===== src/rtl/register_serial_tx_pkg.sv =====
// Shared definitions for the register serial link (transmitter and receiver).
// Optional feature macro: REGISTER_SERIAL_TX_PARITY_EN adds the PARITY state.
package register_serial_pkg;

   typedef enum logic [2:0] {
      IDLE   = 3'd0,
      START  = 3'd1,
      DATA   = 3'd2,
`ifdef REGISTER_SERIAL_TX_PARITY_EN
      PARITY = 3'd3,
`endif
      STOP   = 3'd4
   } tx_state_e;

   localparam logic IDLE_LEVEL  = 1'b1;
   localparam logic START_LEVEL = 1'b0;
   localparam logic STOP_LEVEL  = 1'b1;

endpackage


===== src/rtl/register_serial_tx_if.sv =====
// Bus between the 5-bit register side and the serial transmitter.
// Handshake: a word is taken on a rising edge where load=1, ready=1 and
// clear=0; ready stays low until the frame is finished, load at any other
// time is ignored, and clear aborts the frame and wins over load.
interface register_serial_tx_if #(
   parameter int WIDTH = 5
);
   import register_serial_pkg::*;

   logic [WIDTH-1:0] register_in;
   logic             load;
   logic             clear;
   logic             serial_out;
   logic             ready;
   logic             done;
   tx_state_e        state;      // FSM state, exported for debug/checkers

   modport master (
      output register_in, load, clear,
      input  serial_out, ready, done, state
   );

   modport slave (
      input  register_in, load, clear,
      output serial_out, ready, done, state
   );
endinterface


===== src/rtl/register_serial_tx_bit_timer.sv =====
// Bit timer: counts 0..CLKS_PER_BIT-1 while enabled and flags the last
// cycle of each serial bit with bit_tick_o.
module bit_timer #(
   parameter int CLKS_PER_BIT = 4
) (
   input  logic clock,
   input  logic reset_n,
   input  logic restart_i,
   input  logic enable_i,
   output logic bit_tick_o
);
   // 8 bits hold the largest legal count (254) without overflow.
   localparam logic [7:0] LAST_CNT = 8'(CLKS_PER_BIT - 1);

   logic [7:0] cnt_q, cnt_d;

   // Next count: restart wins, otherwise wrap at the end of a bit.
   always_comb begin
      cnt_d = cnt_q;
      if (restart_i) begin
         cnt_d = 8'd0;
      end else if (enable_i) begin
         cnt_d = (cnt_q == LAST_CNT) ? 8'd0 : cnt_q + 8'd1;
      end
   end

   // Count register.
   always_ff @(posedge clock or negedge reset_n) begin
      if (!reset_n) cnt_q <= 8'd0;
      else          cnt_q <= cnt_d;
   end

   assign bit_tick_o = enable_i && (cnt_q == LAST_CNT);

endmodule


===== src/rtl/register_serial_tx.sv =====
// UART-style transmitter for the 5-bit load/clear register: start bit,
// WIDTH data bits LSB first, optional even parity, stop bit.
// Optional feature macro: REGISTER_SERIAL_TX_PARITY_EN.
// All outputs are flops loaded from the next-state decode, so they follow
// the state register exactly and have no combinational path from inputs.
module register_serial_tx
   import register_serial_pkg::*;
#(
   parameter int WIDTH        = 5,
   parameter int CLKS_PER_BIT = 4
) (
   input  logic                 clock,
   input  logic                 reset_n,
   register_serial_tx_if.slave  bus
);
   localparam int             IW       = (WIDTH > 1) ? $clog2(WIDTH) : 1;
   localparam logic [IW-1:0]  LAST_IDX = IW'(WIDTH - 1);

   tx_state_e        state_q, state_d;
   logic [WIDTH-1:0] shift_q, shift_d;
   logic [IW-1:0]    idx_q,   idx_d;
   logic             serial_q, serial_d;
   logic             ready_q,  ready_d;
   logic             done_q,   done_d;
`ifdef REGISTER_SERIAL_TX_PARITY_EN
   logic             parity_q, parity_d;
`endif
   logic             restart;
   logic             bit_tick;
   logic             accept;

   // ready_q is high exactly when the registered state is IDLE.
   assign accept = bus.load && ready_q && !bus.clear;

   bit_timer #(
      .CLKS_PER_BIT (CLKS_PER_BIT)
   ) u_bit_timer (
      .clock      (clock),
      .reset_n    (reset_n),
      .restart_i  (restart),
      .enable_i   (state_q != IDLE),
      .bit_tick_o (bit_tick)
   );

   // Next-state, datapath and output decode.
   always_comb begin
      state_d  = state_q;
      shift_d  = shift_q;
      idx_d    = idx_q;
      restart  = 1'b0;
      done_d   = 1'b0;
`ifdef REGISTER_SERIAL_TX_PARITY_EN
      parity_d = parity_q;
`endif
      if (bus.clear) begin
         state_d = IDLE;
         shift_d = '0;
         idx_d   = '0;
         restart = 1'b1;
      end else begin
         case (state_q)
            IDLE: begin
               if (accept) begin
                  state_d  = START;
                  shift_d  = bus.register_in;
                  idx_d    = '0;
                  restart  = 1'b1;
`ifdef REGISTER_SERIAL_TX_PARITY_EN
                  parity_d = ^bus.register_in;
`endif
               end
            end
            START: begin
               if (bit_tick) state_d = DATA;
            end
            DATA: begin
               if (bit_tick) begin
                  shift_d = shift_q >> 1;
                  if (idx_q == LAST_IDX) begin
                     idx_d = '0;
`ifdef REGISTER_SERIAL_TX_PARITY_EN
                     state_d = PARITY;
`else
                     state_d = STOP;
`endif
                  end else begin
                     idx_d = idx_q + IW'(1);
                  end
               end
            end
`ifdef REGISTER_SERIAL_TX_PARITY_EN
            PARITY: begin
               if (bit_tick) state_d = STOP;
            end
`endif
            STOP: begin
               if (bit_tick) begin
                  state_d = IDLE;
                  done_d  = 1'b1;
               end
            end
            default: state_d = IDLE;
         endcase
      end

      ready_d = (state_d == IDLE);
      case (state_d)
         START:   serial_d = START_LEVEL;
         DATA:    serial_d = shift_d[0];
`ifdef REGISTER_SERIAL_TX_PARITY_EN
         PARITY:  serial_d = parity_d;
`endif
         STOP:    serial_d = STOP_LEVEL;
         default: serial_d = IDLE_LEVEL;
      endcase
   end

   // State and output registers; reset drops the line to idle at once.
   always_ff @(posedge clock or negedge reset_n) begin
      if (!reset_n) begin
         state_q  <= IDLE;
         shift_q  <= '0;
         idx_q    <= '0;
         serial_q <= IDLE_LEVEL;
         ready_q  <= 1'b1;
         done_q   <= 1'b0;
`ifdef REGISTER_SERIAL_TX_PARITY_EN
         parity_q <= 1'b0;
`endif
      end else begin
         state_q  <= state_d;
         shift_q  <= shift_d;
         idx_q    <= idx_d;
         serial_q <= serial_d;
         ready_q  <= ready_d;
         done_q   <= done_d;
`ifdef REGISTER_SERIAL_TX_PARITY_EN
         parity_q <= parity_d;
`endif
      end
   end

   assign bus.serial_out = serial_q;
   assign bus.ready      = ready_q;
   assign bus.done       = done_q;
   assign bus.state      = state_q;

endmodule


===== src/flat_wrapper.sv =====
// flat-port wrapper written by rule: the top's interface ports become plain ports
module register_serial_tx_flat import register_serial_pkg::*;
#(
   parameter int WIDTH        = 5,
   parameter int CLKS_PER_BIT = 4
)
  (clock, reset_n, bus_register_in, bus_load, bus_clear, bus_serial_out, bus_ready, bus_done, bus_state);
  register_serial_tx_if #(.WIDTH(WIDTH)) bus_i ();
  input  logic clock;
  input  logic reset_n;
  input wire logic [$bits(bus_i.register_in)-1:0] bus_register_in;
  input wire logic [$bits(bus_i.load)-1:0] bus_load;
  input wire logic [$bits(bus_i.clear)-1:0] bus_clear;
  output wire logic [$bits(bus_i.serial_out)-1:0] bus_serial_out;
  output wire logic [$bits(bus_i.ready)-1:0] bus_ready;
  output wire logic [$bits(bus_i.done)-1:0] bus_done;
  output wire logic [$bits(bus_i.state)-1:0] bus_state;
  assign bus_i.register_in = bus_register_in;
  assign bus_i.load = bus_load;
  assign bus_i.clear = bus_clear;
  assign bus_serial_out = bus_i.serial_out;
  assign bus_ready = bus_i.ready;
  assign bus_done = bus_i.done;
  assign bus_state = bus_i.state;
  register_serial_tx #(.WIDTH(WIDTH), .CLKS_PER_BIT(CLKS_PER_BIT)) u_core (.clock(clock), .reset_n(reset_n), .bus(bus_i));
endmodule

===== config.mk =====
export PLATFORM = sky130hd
export DESIGN_NAME = register_serial_tx_flat
export DESIGN_NICKNAME = d
export VERILOG_FILES = /design/src/rtl/register_serial_tx_pkg.sv /design/src/rtl/register_serial_tx_if.sv /design/src/rtl/register_serial_tx_bit_timer.sv /design/src/rtl/register_serial_tx.sv /design/src/flat_wrapper.sv
export SDC_FILE = /design/constraint.sdc
export NUM_CORES = 1
export LEC_CHECK = 0
export BUFFER_PORTS_ARGS = -buffer_cell sky130_fd_sc_hd__buf_2
export CORE_MARGIN = 2
export CORE_UTILIZATION = 51
export CTS_CLUSTER_DIAMETER = 60
export DETAILED_ROUTE_END_ITERATION = 8
export PLACE_DENSITY = 0.75
export SETUP_SLACK_MARGIN = 0.3
export SYNTH_ARGS = -nofsm -noshare
export SYNTH_HDL_FRONTEND = slang
export SYNTH_SLANG_ARGS = --single-unit

===== constraint.sdc =====
create_clock -name clock -period 1.8 [get_ports clock]
set_input_delay 0.27 -clock clock [delete_from_list [all_inputs] [get_ports clock]]
set_output_delay 0.27 -clock clock [all_outputs]
set_load 0.05 [all_outputs]

==> run summary <==
arrival time worst endpoint -> 1.84 ns
Starting Density -> 0.5298
Post-Synthesis Cells -> 123
Req. time, crit path -> 2.02 ns
First-pass DRT Iterations -> 4
clk root buf -> clkbuf_4
all-layer global routing usage -> 0.2527
Worst Hold Slack -> 0.1842 ns
Core ar. -> 0.002432 mm^2
Post-Place Setup Slack -> 0.1063 ns
Final Slew Violations -> 0
Hold Crit Class -> in2reg
number of nets in the layout -> 170
Hold Path Origin -> bus_register_in[4]
first-pass GRT wire length -> 5340 um
clock sink count -> 22
largest cells by area after synthesis -> dfrtp_1, dfstp_2, a22o_1, xor2_1, a21oi_1
wire length on met3 -> 192 um
GRT overflow -> 0
maximum clock insertion buffer count -> 2
unrepaired setup endpoints after global routing -> true
layout cell share with drive strength beyond 1 -> 0.4586
CTS buffer count -> 3
FP Rows -> 18
vias in the first global route -> 1120
sequential share of the synthesized area -> 0.4291
#FFs+latches synth -> 22
final hold violations -> 0
r2r startpoint -> u_core.bus.state[0]
largest net degree at the start of global routing -> 23
Routed WL per cell -> 17.34 um
final antenna-violating net count -> 0
Synth top area share -> 0.3883
hpwl dp -> 2036 um
Avg Inst Size Synth -> 10.48 um^2
Inserted Diodes -> 0
Setup Viol. Count Final -> 0
ys async rst share -> 1.000
Crit-path slowest cell -> or4_4
Worst path max stage delay -> 0.62 ns
DR top layer -> met4
Critical Path Source Type -> flop
reg2reg end -> u_core.u_bit_timer.cnt_q[3]
Vias -> 1184
synthesized area -> 0.001289 mm^2
post-synth top area cell -> dfrtp_1
slew of the pin with the lowest slew margin -> 0.5061 ns
met1 WL -> 1435 um
CP cell instances -> or4_4 > o2111ai_2 > xor2_1 > nor2_1
io pins -> 15
initial antenna violation count -> 0
Tot Pwr -> 985.6 uW
Register Area -> 558.0 um^2
worst skew pair latency -> 0.32 ns
chip height -> 54.27 um
kind of critical path -> reg2reg
CTS tree -> done
DR WL met2 -> 1553 um
final setup margin -> 0.1786 ns
Worst VDD drop -> 0.0004887 V
Post-synth EDFFs -> 0
PD cells -> 591.4 mW/mm^2
Final Wtd Congestion -> 0.8964
depth of the worst register-to-register path -> 4
Critical Path Start -> u_core.bus.state[0]
Final min period -> 1.621 ns
Crit. End Element -> flop
reg-to-reg slack, setup -> 0.18 ns
clock-pin slew on the worst setup and hold paths -> 0.13 ns
Period Utilization, post-route -> 0.9008
placed inst area -> 0.001438 mm^2
Via density -> 6.332
H-tree depth -> 1
Die ar. -> 0.002945 mm^2
filler instances -> 176
Yosys warning total -> 0
Initial DRC Count -> 23
Finished Cell Area -> 0.001667 mm^2
skew final -> 0.006797 ns
max-capacitance violation count -> 0
Buffers on Ports -> 14
ys flop type -> dfrtp_1
status -> finished, final reports clean
DRC viols -> 0
DIE WIDTH -> 54.27 um
Netlist cell types -> 46
Syn-to-layout area delta -> 29.32%
CP max FO -> 8
Worst Setup EP -> u_core.u_bit_timer.cnt_q[3]
syn nets -> 135
headroom to the max-slew limit -> 0.6626
Leak -> 0.0007306 uW
max frequency -> 616.8 MHz
area occupied by multi-input gates -> 767.0 um^2
Routed WL -> 3242 um
==> Yosys cell counts, types with 2 or more instances <==
master,instances
nand3_1,2
o21ai_1,2
and4_1,3
o211ai_2,2
ha_1,3
buf_2,2
buf_4,2
and2_1,4
o21ai_0,4
nor2_1,9
nand2_1,3
o2111ai_2,2
nor3b_1,2
nand4_1,4
a21oi_1,8
and3_1,2
a22o_1,6
nor4b_1,2
dfstp_2,2
nor3_1,2
a32o_1,4
inv_1,4
or4_4,2
xor2_1,5
dfrtp_1,20
buf_6,2
==> worst max-delay path: cells and delay by family, from the launching register on <==
family	cells	cell delay (ns)
xor gates and xnor gates	1	0.17
and+or+nand+nor	2	0.67
AOI/OAI and AO/OA	1	0.21
DFF	1	0.47
==> report_power, final <==
group	internal [uW]	switching, uW
logic	70.4	110
registers	510	12.5
clock network	124	159
==> final cells by class <==
type | count | area share
clock buffers | 4 | 0.02177
inverters | 4 | 0.009009
multi-input cells | 90 | 0.4602
well taps | 30 | 0.02252
repair buffers | 37 | 0.1517
flip-flops and latches | 22 | 0.3348
==> worst min-delay path by stage <==
stage | endpoint | slack [ns] | cells past startpoint
6_report | u_core.shift_q[4] | 0.18 | 2
3_3_place_gp | u_core.shift_q[0] | 0.25 | 1
2_1_floorplan | u_core.bus.done | -0.03 | 0
5_1_grt | u_core.shift_q[4] | 0.18 | 2
3_5_place_dp | u_core.idx_q[2] | 0.27 | 1
4_1_cts | u_core.shift_q[4] | 0.18 | 2
==> sequential cells by signal, indices dropped and copies added, names as in the netlist <==
signal                    cells
u_core.bus.done               1
u_core.bus.ready              1
u_core.bus.serial_out         1
u_core.bus.state              3
u_core.idx_q                  3
u_core.shift_q                5
u_core.u_bit_timer.cnt_q      8
==> metrics by stage <==
step	TNS (ns)	util	cells
floorplan	-0.07664	-	123
global route	0	0.6852	187
detailed placement	0	0.5910	171
global placement	0	0.5910	171
CTS	0	0.6641	183
finish	0	0.6852	187
==> kinds of logic (layout without fill, tap and decap cells) <==
kind of cell | count (synthesis) | count (layout) | share of synthesized area
and+or+nand+nor | 44 | 44 | 0.2252
AOI/OAI and AO/OA | 38 | 38 | 0.2311
DFF | 22 | 22 | 0.4291
buffers and inverters | 11 | 45 | 0.05145
xor gates and xnor gates | 5 | 5 | 0.03398
adders and majority gates | 3 | 3 | 0.02913
==> repair_timing <==
| item | 4_1_cts | 5_1_grt |
|---|---|---|
| pin swaps | 14 | 6 |
| gates cloned | 0 | 0 |
| resized for setup | 21 | 4 |
| setup endpoints to repair | 21 | 21 |
| hold buffers | 1 | 0 |
| hold endpoints to repair | 20 | 0 |
| buffers inserted | 7 | 4 |
==> cell usage in the layout (no fill, tap or decap), types with 3 or more instances in the layout <==
| master | synthesis | final |
|---|---|---|
| buf_4 | 2 | 20 |
| dfrtp_1 | 20 | 16 |
| buf_2 | 2 | 14 |
| nor2_1 | 9 | 9 |
| a22o_1 | 6 | 6 |
| a21oi_1 | 8 | 5 |
| xor2_1 | 5 | 5 |
| inv_1 | 4 | 4 |
| nand4_1 | 4 | 4 |
| dfrtp_2 | 0 | 4 |
| o21ai_1 | 2 | 3 |
| and2_1 | 4 | 3 |
| nand2_1 | 3 | 3 |
| and4_1 | 3 | 3 |
| a32o_1 | 4 | 3 |
| clkbuf_4 | 0 | 3 |
==> per-layer routing <==
metal | track usage | up-vias
li1 | - | 540
met1 | 0.3518 | 587
met2 | 0.3896 | 47
met3 | 0.04098 | 10
met4 | 0.1042 | 0
met5 | 0 | -
Note: power is estimated with default switching activity, not from simulation.
